==> src/rtl/bram_bank_arbiter.sv <==
// rtl/bram_bank_arbiter.sv - two-master arbiter for four on-chip BRAM banks
module bram_bank_arbiter #(
  parameter int DATA_W   = 64,
  parameter int WORD_AW  = 10,
  parameter int READ_LAT = 1,
  parameter int ARB_MODE = 0
) (
  input  logic                      iCLK,
  input  logic                      iRST,
  input  logic                      iM0_REQ,
  input  logic                      iM0_WE,
  input  logic [WORD_AW+1:0]        iM0_ADDR,
  input  logic [DATA_W-1:0]         iM0_WDATA,
  input  logic [DATA_W/8-1:0]       iM0_BE,
  output logic                      oM0_GNT,
  output logic [DATA_W-1:0]         oM0_RDATA,
  output logic                      oM0_RVALID,
  input  logic                      iM1_REQ,
  input  logic                      iM1_WE,
  input  logic [WORD_AW+1:0]        iM1_ADDR,
  input  logic [DATA_W-1:0]         iM1_WDATA,
  input  logic [DATA_W/8-1:0]       iM1_BE,
  output logic                      oM1_GNT,
  output logic [DATA_W-1:0]         oM1_RDATA,
  output logic                      oM1_RVALID,
  output logic [3:0]                oBANK_CS,
  output logic [3:0]                oBANK_CLKEN,
  output logic [3:0]                oBANK_WRITE,
  output logic [4*WORD_AW-1:0]      oBANK_ADDR,
  output logic [4*DATA_W-1:0]       oBANK_WDATA,
  output logic [4*(DATA_W/8)-1:0]   oBANK_BE,
  input  logic [4*DATA_W-1:0]       iBANK_RDATA,
  output logic [15:0]               oCONFLICT_CNT
);
  localparam int BE_W = DATA_W / 8;

  logic [1:0] m0_bank, m1_bank;
  logic       conflict, m0_wins, prr;
  logic       m0_rd_fire, m1_rd_fire;
  logic [READ_LAT-1:0] m0_v, m1_v;
  logic [1:0]          m0_bk [READ_LAT];
  logic [1:0]          m1_bk [READ_LAT];

  assign m0_bank = iM0_ADDR[WORD_AW+1:WORD_AW];
  assign m1_bank = iM1_ADDR[WORD_AW+1:WORD_AW];

  // prr=0 favours master 0; it is only consulted in round-robin mode
  assign conflict = !iRST && iM0_REQ && iM1_REQ && (m0_bank == m1_bank);
  assign m0_wins  = (ARB_MODE == 1) || !prr;
  assign oM0_GNT  = !iRST && iM0_REQ && (!conflict || m0_wins);
  assign oM1_GNT  = !iRST && iM1_REQ && (!conflict || !m0_wins);

  assign m0_rd_fire  = oM0_GNT && !iM0_WE;
  assign m1_rd_fire  = oM1_GNT && !iM1_WE;
  assign oBANK_CLKEN = 4'b1111;

  always_comb begin
    oBANK_CS    = '0;
    oBANK_WRITE = '0;
    oBANK_ADDR  = '0;
    oBANK_WDATA = '0;
    oBANK_BE    = '0;
    for (int n = 0; n < 4; n++) begin
      if (oM0_GNT && m0_bank == 2'(n)) begin
        oBANK_CS[n]                       = 1'b1;
        oBANK_WRITE[n]                    = iM0_WE;
        oBANK_ADDR[n*WORD_AW +: WORD_AW]  = iM0_ADDR[WORD_AW-1:0];
        oBANK_WDATA[n*DATA_W +: DATA_W]   = iM0_WDATA;
        oBANK_BE[n*BE_W +: BE_W]          = iM0_BE;
      end else if (oM1_GNT && m1_bank == 2'(n)) begin
        oBANK_CS[n]                       = 1'b1;
        oBANK_WRITE[n]                    = iM1_WE;
        oBANK_ADDR[n*WORD_AW +: WORD_AW]  = iM1_ADDR[WORD_AW-1:0];
        oBANK_WDATA[n*DATA_W +: DATA_W]   = iM1_WDATA;
        oBANK_BE[n*BE_W +: BE_W]          = iM1_BE;
      end
    end
  end

  always_ff @(posedge iCLK) begin
    if (iRST) begin
      prr           <= 1'b0;
      oCONFLICT_CNT <= '0;
      m0_v          <= '0;
      m1_v          <= '0;
    end else begin
      if (conflict) begin
        prr <= m0_wins;
        if (oCONFLICT_CNT != 16'hFFFF)
          oCONFLICT_CNT <= oCONFLICT_CNT + 16'd1;
      end
      m0_v[0] <= m0_rd_fire;
      m1_v[0] <= m1_rd_fire;
      for (int i = 1; i < READ_LAT; i++) begin
        m0_v[i] <= m0_v[i-1];
        m1_v[i] <= m1_v[i-1];
      end
    end
  end

  // bank tags need no reset: they are only looked at behind the valid bits
  always_ff @(posedge iCLK) begin
    m0_bk[0] <= m0_bank;
    m1_bk[0] <= m1_bank;
    for (int i = 1; i < READ_LAT; i++) begin
      m0_bk[i] <= m0_bk[i-1];
      m1_bk[i] <= m1_bk[i-1];
    end
  end

  assign oM0_RVALID = m0_v[READ_LAT-1] && !iRST;
  assign oM1_RVALID = m1_v[READ_LAT-1] && !iRST;

  always_comb begin
    oM0_RDATA = '0;
    oM1_RDATA = '0;
    for (int n = 0; n < 4; n++) begin
      if (oM0_RVALID && m0_bk[READ_LAT-1] == 2'(n))
        oM0_RDATA = iBANK_RDATA[n*DATA_W +: DATA_W];
      if (oM1_RVALID && m1_bk[READ_LAT-1] == 2'(n))
        oM1_RDATA = iBANK_RDATA[n*DATA_W +: DATA_W];
    end
  end
endmodule

==> config.mk <==
export PLATFORM = sky130hd
export DESIGN_NAME = bram_bank_arbiter
export DESIGN_NICKNAME = d
export VERILOG_FILES = /design/src/rtl/bram_bank_arbiter.sv
export SDC_FILE = /design/constraint.sdc
export NUM_CORES = 1
export LEC_CHECK = 0
export ABC_AREA = 1
export BUFFER_PORTS_ARGS = -buffer_cell sky130_fd_sc_hd__buf_4
export CORE_AREA = 2 2 357 359
export DETAILED_ROUTE_END_ITERATION = 10
export DIE_AREA = 0 0 359 361
export GPL_TIMING_DRIVEN = 0
export SLEW_MARGIN = 10
export SYNTH_ARGS = -nofsm -noshare
export SYNTH_HDL_FRONTEND = slang
export SYNTH_SLANG_ARGS = --single-unit
==> constraint.sdc <==
create_clock -name iCLK -period 2.1 [get_ports iCLK]
set_input_delay 0.525 -clock iCLK [delete_from_list [all_inputs] [get_ports iCLK]]
set_output_delay 0.525 -clock iCLK [all_outputs]
set_load 0.05 [all_outputs]
==> key figures, run 1 <==
Status
  • Status: finished, violations left
  • Failing checks: negative setup slack

Synth
  • Seq/Total Area, Yosys: 0.0412
  • Cells after Synth: roughly 2100
  • Post-synth EDFFs: 0
  • Post-synth top area cell: nand4_1
  • Yosys top cell area share: 0.375
  • Syn_area_per_cell: ~5.3 µm²
  • Ys flop type: dfxtp_1
  • Synth area leaders: nand4_1 (37%), nand2_1 (19%), o22ai_1 (7.2%), a21oi_1 (6.4%), inv_1 (6.1%)
  • Asr flop ratio synth: 0
  • Yosys reg bits: 23
  • Synth unique cells: 26
  • Ys Warns: 0
  • Synth top cells by count: nand4_1 (670), nand2_1 (575), inv_1 (181)
  • Cell Area, Synth: between 10000 and 15000 µm²
  • Most numerous cell in the Yosys netlist: nand4_1

Pwr
  • Int Power: about 2.4 mW
  • Comb pwr share: 0.844
  • Pwr Density: around 200 nW/µm²
  • Final Power: between 5 and 6 mW
  • Clock share of power: 0.078
  • Maximum VDD drop: roughly 0.28 mV
  • Sw Share: 0.586
  • LEAKAGE: approximately 13 nW
  • NetSw: 3.40 mW
  • Reg power frac: 0.078

Drt
  • Vias per cell: between 4 and 5
  • Antenna Nets Post-Route: 0
  • WL/cell: 30.2 µm
  • DRC: 0
  • DR pass1 iterations: 5
  • Detailed-route wire length: 145 mm
  • Violation count after the first detailed-route iteration: roughly 1600
  • Via count: about 23000

Finish
  • Layout cells sized above 1: 0.631
  • Post-layout util: 0.237
  • Finished Layout Cells: approximately 4800
  • Layout fillers: between 10000 and 15000
  • Cell area after layout: approximately 30000 µm²
  • Area grow syn2layout: 166%
  • Final #Nets: 3566

Floorplanning
  • IO Pins: approximately 920
  • FP Rows: 130
  • Starting density of the core: 0.0891
  • Die area: between 100000 and 150000 µm²
  • Core Box Area: 125000 µm²
  • DIE WIDTH: roughly 360 µm
  • Die H: between 300 and 400 µm

Global route
  • GRT Overall Usage: 0.208
  • M1 GR Usage: 0.225
  • Met3 Usage GRT: 0.0510
  • Global route total overflow: 0
  • Grt peak-use layer: met2
  • Initial antenna violation count: 29
  • Number of global-route vias before repair: 22300
  • Met2 usage: 0.373
  • First-pass GRT wire length: around 190 mm
  • Largest net degree at the start of global routing: 15

STA
  • Setup TNS: -232.25 ns
  • Slew @ Worst Pin: between 0.6 and 0.7 ns
  • Endpoints failing setup: 482
  • Slew Limit Fails: 0
  • Slew margin rel.: 0.547
  • Peak Freq: between 0.3 and 0.4 GHz
  • Fin crit share: 1.29
  • Setup ws final: -0.613 ns
  • Hold WS: roughly 0.4 ns
  • RSZ-0062 raised after global routing: true
  • Final hold vios: 0
  • Skew final: about 0.0044 ns
  • Final critical-path required period: around 2.7 ns

Setup path
  • WP data arrival: approximately 2.2 ns
  • Critical Path Source Type: primary input
  • Worst Path Max Fanout: 10
  • Critical Path RT: around 1.6 ns
  • WS Path Type: primary input to output port
  • Crit path capture type: output port

Clocking
  • Worst-path clk slew: about 0.070 ns
  • Root Buffer: clkbuf_16
  • CTS tree: done
  • Clock insertion delay at the later pin of the skew report: between 0.2 and 0.3 ns
  • H-tree Lvls: 1
  • Total CTS buffers: 3
  • Clock tree buffer depth: 2
  • Clock sinks: 23

Placement
  • Pre-CTS setup slack: -1.94 ns
  • Port buffer count: around 900
  • Post-Place Cells: between 4000 and 5000
  • DP Area: about 25000 µm²
  • Placer congestion estimate: 0.948
  • Post-DP HPWL: between 100 and 150 mm

Min path
  • HP Class: primary input to flip-flop

Flow run
  • # Max-Cap Violations: 0
==> worst max-delay path, stage by stage <==
cell     delay [ns]
buf_12         0.12
buf_8          0.14
xor2_4         0.17
nor2_8         0.20
nand2_8        0.15
buf_12         0.17
buf_16         0.15
buf_12         0.16
nand4_1        0.11
nand2_4        0.08
buf_12         0.16
==> final cells by class <==
cell class / count / area [µm²] / area share
flip-flops and latches: 23 / 464 / 0.0156
inverters: 185 / 742 / 0.0250
repair buffers: 1010 / 10100 / 0.340
multi-input cells: 1641 / 13500 / 0.456
well taps: 1650 / 2060 / 0.0695
clock buffers: 3 / 75.1 / 0.00253
clock inverters: 1 / 7.51 / 0.000253
diodes: 14 / 35.0 / 0.00118
plain buffers: 271 / 2660 / 0.0897
==> worst paths after layout <==
kind | from | endpoint | slack, ns | depth (start not counted)
min reg2reg | oCONFLICT_CNT[14]$_SDFFE_PP0P_ | oCONFLICT_CNT[14]$_SDFFE_PP0P_ | 0.54 | 2
max reg2reg | oCONFLICT_CNT[0]$_SDFFE_PP0P_ | oCONFLICT_CNT[3]$_SDFFE_PP0P_ | 0.21 | 10
max | iM0_ADDR[10] | oBANK_WDATA[193] | -0.61 | 11
min | iM0_ADDR[10] | m0_bk[0][0]$_DFF_P_ | 0.40 | 1
==> logic make-up after synthesis <==
family                   count (synthesis)  share of synthesized area
flip-flops                              23                     0.0412
AO/OA/AOI/OAI                          322                      0.158
other                                    1                   0.000335
buffers and inverters                  458                      0.197
XOR/XNOR                                 7                    0.00616
adder cells (fa/ha/maj)                  1                    0.00112
AND/OR/NAND/NOR                       1306                      0.596
==> cells in the final DEF (no fill, tap or decap), types with 51 or more instances in the layout <==
master and n:
buf_4 703, nand4_1 670, nand2_4 426, buf_6 211
inv_1 173, nand2_1 131, buf_12 97, buf_8 95
a21oi_2 93, o22ai_2 69, buf_2 51
==> power by group through the flow <==
| stage | Sequential [mW] | Clock (mW) | Combinational (mW) |
|---|---|---|---|
| after floorplan | 0.462 | 0 | 2.21 |
| after global placement | 0.461 | 0 | 4.34 |
| after detailed placement | 0.462 | 0 | 4.36 |
| after CTS | 0.451 | 0.469 | 4.67 |
| after global routing | 0.453 | 0.486 | 5.03 |
| final | 0.452 | 0.454 | 4.89 |
==> state kept, by name, summed over array words and instances (netlist names) <==
register       flops
m1_bk              2
oCONFLICT_CNT     16
m0_bk              2
prr                1
m1_v               1
m0_v               1
==> per-layer routing <==
metal  share of wire  vias up
met5         0.00046        -
li1                -     9826
met3           0.078      293
met4           0.063       10
met2            0.50     1340
met1            0.36    11100
==> timing repair <==
action,CTS,global route
setup endpoints to repair,467,482
hold buffers,0,0
resized for setup,459,368
setup buffers,40,31
pin swaps,41,62
cloned,13,18
No activity file was read; power rests on OpenSTA's default activity.
==> run 2, diff against run 1 <==
--- a/config.mk
+++ b/config.mk
@@ -11,6 +11,7 @@
 export DETAILED_ROUTE_END_ITERATION = 10
 export DIE_AREA = 0 0 359 361
 export GPL_TIMING_DRIVEN = 0
+export SETUP_SLACK_MARGIN = 0.1
 export SLEW_MARGIN = 10
 export SYNTH_ARGS = -nofsm -noshare
 export SYNTH_HDL_FRONTEND = slang
==> run 2 against run 1 <==
  * The flow still finishes with violations (negative setup slack)
  * Total power up 6.3%
  * Worst hold slack worse by 0.0064 ns
  * Sequential share of layout area shrank 0.16 points
  * Highest routed layer unchanged
==> key figures, run 2 (synthesized netlist as in run 1, its figures left out) <==
Pwr
  • Pwr Density: 184 nW/µm² (was 195 nW/µm²)
  • Int Power: 2.60 mW (was 2.40 mW)
  • Comb pwr share: 0.853 (was 0.844)
  • Sw Share: 0.577 (was 0.586)
  • LEAKAGE: 14.4 nW (was 13.2 nW)
  • Reg power frac: 0.074 (was 0.078)
  • Clock share of power: 0.073 (was 0.078)
  • NetSw: 3.56 mW (was 3.40 mW)
  • Maximum VDD drop: 0.277 mV (was 0.284 mV)

Status
  • Status: finished, violations left (unchanged)
  • Failing checks: negative setup slack (unchanged)

Clocking
  • Root Buffer: clkbuf_16 (unchanged)
  • Clock insertion delay at the later pin of the skew report: 0.27 ns (about the same)
  • Worst-path clk slew: 0.07 ns (about the same)
  • Total CTS buffers: 3 (unchanged)
  • H-tree Lvls: 1 (unchanged)
  • Clock sinks: 23 (unchanged)
  • CTS tree: done (unchanged)
  • Clock tree buffer depth: 2 (unchanged)

Finish
  • Most frequent cells in the layout: nand4_1 (670), buf_4 (491), nand2_4 (421), buf_6 (241), buf_8 (224) (was buf_4 (703), nand4_1 (670), nand2_4 (426), buf_6 (211), inv_1 (173))
  • Register with the most flip-flops: oCONFLICT_CNT (unchanged)
  • Flip-flop count of the largest register after layout: 16 (unchanged)
  • Layout cells sized above 1: 0.656 (was 0.631)
  • Most common cell after layout, fill and taps aside: nand4_1 (was buf_4)
  • Top Registers: oCONFLICT_CNT x16, m0_bk x2, m1_bk x2 (unchanged)
  • Post-layout util: 0.267 (was 0.237)
  • Final #Nets: 3610 (was 3566)
  • Finished Layout Cells: 4841 (was 4798)
  • Area grow syn2layout: 199% (was 166%)

STA
  • Fin crit share: 1.33 (was 1.29)
  • Setup ws final: -0.696 ns (was -0.613 ns)
  • Final hold vios: 0 (unchanged)
  • RSZ-0062 raised after global routing: true (unchanged)
  • Skew final: 0.00670 ns (was 0.00437 ns)
  • Endpoints failing setup: 466 (was 482)
  • Final critical-path required period: 2.80 ns (was 2.71 ns)
  • Slew margin rel.: 0.625 (was 0.547)
  • Peak Freq: 0.358 GHz (was 0.369 GHz)
  • Slew @ Worst Pin: 0.563 ns (was 0.679 ns)
  • Slew Limit Fails: 0 (unchanged)

Global route
  • First-pass GRT wire length: 198 mm (was 190 mm)
  • Largest net degree at the start of global routing: 15 (unchanged)
  • Global route total overflow: 0 (unchanged)
  • GRT Overall Usage: 0.218 (was 0.208)
  • Number of global-route vias before repair: 22600 (was 22300)
  • Initial antenna violation count: 34 (was 29)

Drt
  • WL/cell: 31.8 µm (was 30.2 µm)
  • Antenna Nets Post-Route: 0 (unchanged)
  • Via count: 23300 (was 22600)
  • Vias per cell: 4.81 (was 4.71)
  • Detailed-route wire length: 154 mm (was 145 mm)
  • Violation count after the first detailed-route iteration: 1942 (was 1555)
  • DR pass1 iterations: 5 (unchanged)
  • DRC: 0 (unchanged)

Setup path
  • WS Path Type: primary input to output port (unchanged)
  • Worst path cell trace: buf_12, buf_8, xor2_4, nor2_8, nand2_8, buf_12, buf_16, buf_12, buf_16, nand4_1, nand2_4, buf_8 (was buf_12, buf_8, xor2_4, nor2_8, nand2_8, buf_12, buf_16, buf_12, nand4_1, nand2_4, buf_12)
  • Crit path capture type: output port (unchanged)
  • Critical Path Source Type: primary input (unchanged)
  • WP data arrival: 2.27 ns (was 2.19 ns)
  • R2R cell count: 10 (unchanged)
  • Critical Path RT: 1.57 ns (about the same)
  • Worst stage delay on the critical path: 0.22 ns (was 0.20 ns)
  • Top cell by count, worst path: buf_12 (unchanged)
  • Worst Path Max Fanout: 8 (was 10)
  • Critical Path Slowest Stage Cell: nor2_8 (unchanged)

Floorplanning
  • Die area: 130000 µm² (unchanged)
  • DIE WIDTH: 359 µm (unchanged)
  • Die H: 361 µm (unchanged)
  • FP Rows: 130 (unchanged)
  • IO Pins: 918 (unchanged)
  • Starting density of the core: 0.0891 (unchanged)
  • Core Box Area: 125000 µm² (unchanged)

Placement
  • Port buffer count: 912 (unchanged)
  • Placer congestion estimate: 0.956 (was 0.948)
  • Post-Place Cells: 4683 (unchanged)
  • Pre-CTS setup slack: -1.80 ns (was -1.94 ns)
  • Post-DP HPWL: 124 mm (was 121 mm)

Flow run
  • # Max-Cap Violations: 0 (unchanged)

Min path
  • HP Class: primary input to flip-flop (unchanged)
  • WHS Path Cells: 1 (unchanged)
[run 2: changes by cell type in the layout (fill, tap and decap cells not counted), sizes merged]
| cell | before | now |
|---|---|---|
| nor2 | 43 | 42 |
| clkbuf | 108 | 127 |
| buf | 1175 | 1199 |
| nand2 | 579 | 580 |
| diode | 14 | 13 |
| inv | 181 | 182 |
[run 2: worst max-delay path: cells and delay by family]
family	cells	cell delay, ns
buffers and inverters	7	1.02
xor gates and xnor gates	1	0.16
and+or+nand+nor	4	0.53
[run 2: path summary, 6_finish.rpt]
| check | startpoint | endpoint | slack, ns |
|---|---|---|---|
| setup / recovery | iM0_ADDR[10] | oBANK_ADDR[33] | -0.70 |
| hold / removal | iM0_ADDR[10] | m0_bk[0][0]$_DFF_P_ | 0.39 |
| setup reg to reg | oCONFLICT_CNT[0]$_SDFFE_PP0P_ | oCONFLICT_CNT[14]$_SDFFE_PP0P_ | 0.23 |
| hold reg to reg | oCONFLICT_CNT[6]$_SDFFE_PP0P_ | oCONFLICT_CNT[6]$_SDFFE_PP0P_ | 0.54 |
[run 2: layout make-up]
cell class              count  area (µm²)
fillers                 13400       92000
multi-input cells        1641       14300
repair buffers           1060       12800
plain buffers             264        2850
well taps                1650        2060
inverters                 185         761
flip-flops and latches     23         468
clock buffers               3        75.1
diodes                     13        32.5
clock inverters             1        7.51
repair inverters            1        6.26
[run 2: power groups by stage]
stage,combinational (mW),clock (mW),sequential [mW]
floorplan,2.20,0,0.462
global placement,4.36,0,0.462
detailed placement,4.37,0,0.462
CTS,4.91,0.476,0.453
global route,5.40,0.485,0.455
finish,5.26,0.450,0.454
[run 2: metal layers]
layer	track usage	routed length (µm)
met1	0.237	55000
met2	0.385	75300
met3	0.0601	12800
met4	0.113	10700
met5	0	139
[run 2: what timing repair did]
action                     4_1_cts  5_1_grt
hold buffers                     0        0
buffers inserted                63       27
setup endpoints to repair      467      476
cloned                          41       34
pin swaps                      110      141
gates resized for setup        889      567
[run 2: metrics by stage]
| step | instance area, µm² | TNS, ns | total power, mW | hold WS, ns |
|---|---|---|---|---|
| 6_report | 33400 | -239.00 | 6.16 | 0.393 |
| 5_1_grt | 33400 | -257.88 | 6.34 | 0.385 |
| 4_1_cts | 30200 | -230.42 | 5.84 | 0.386 |
| 3_5_place_dp | 25200 | -546.56 | 4.83 | 0.524 |
| 3_3_place_gp | 25200 | -602.78 | 4.82 | 0.517 |
| 2_1_floorplan | 16300 | -82.54 | 2.66 | 0.535 |
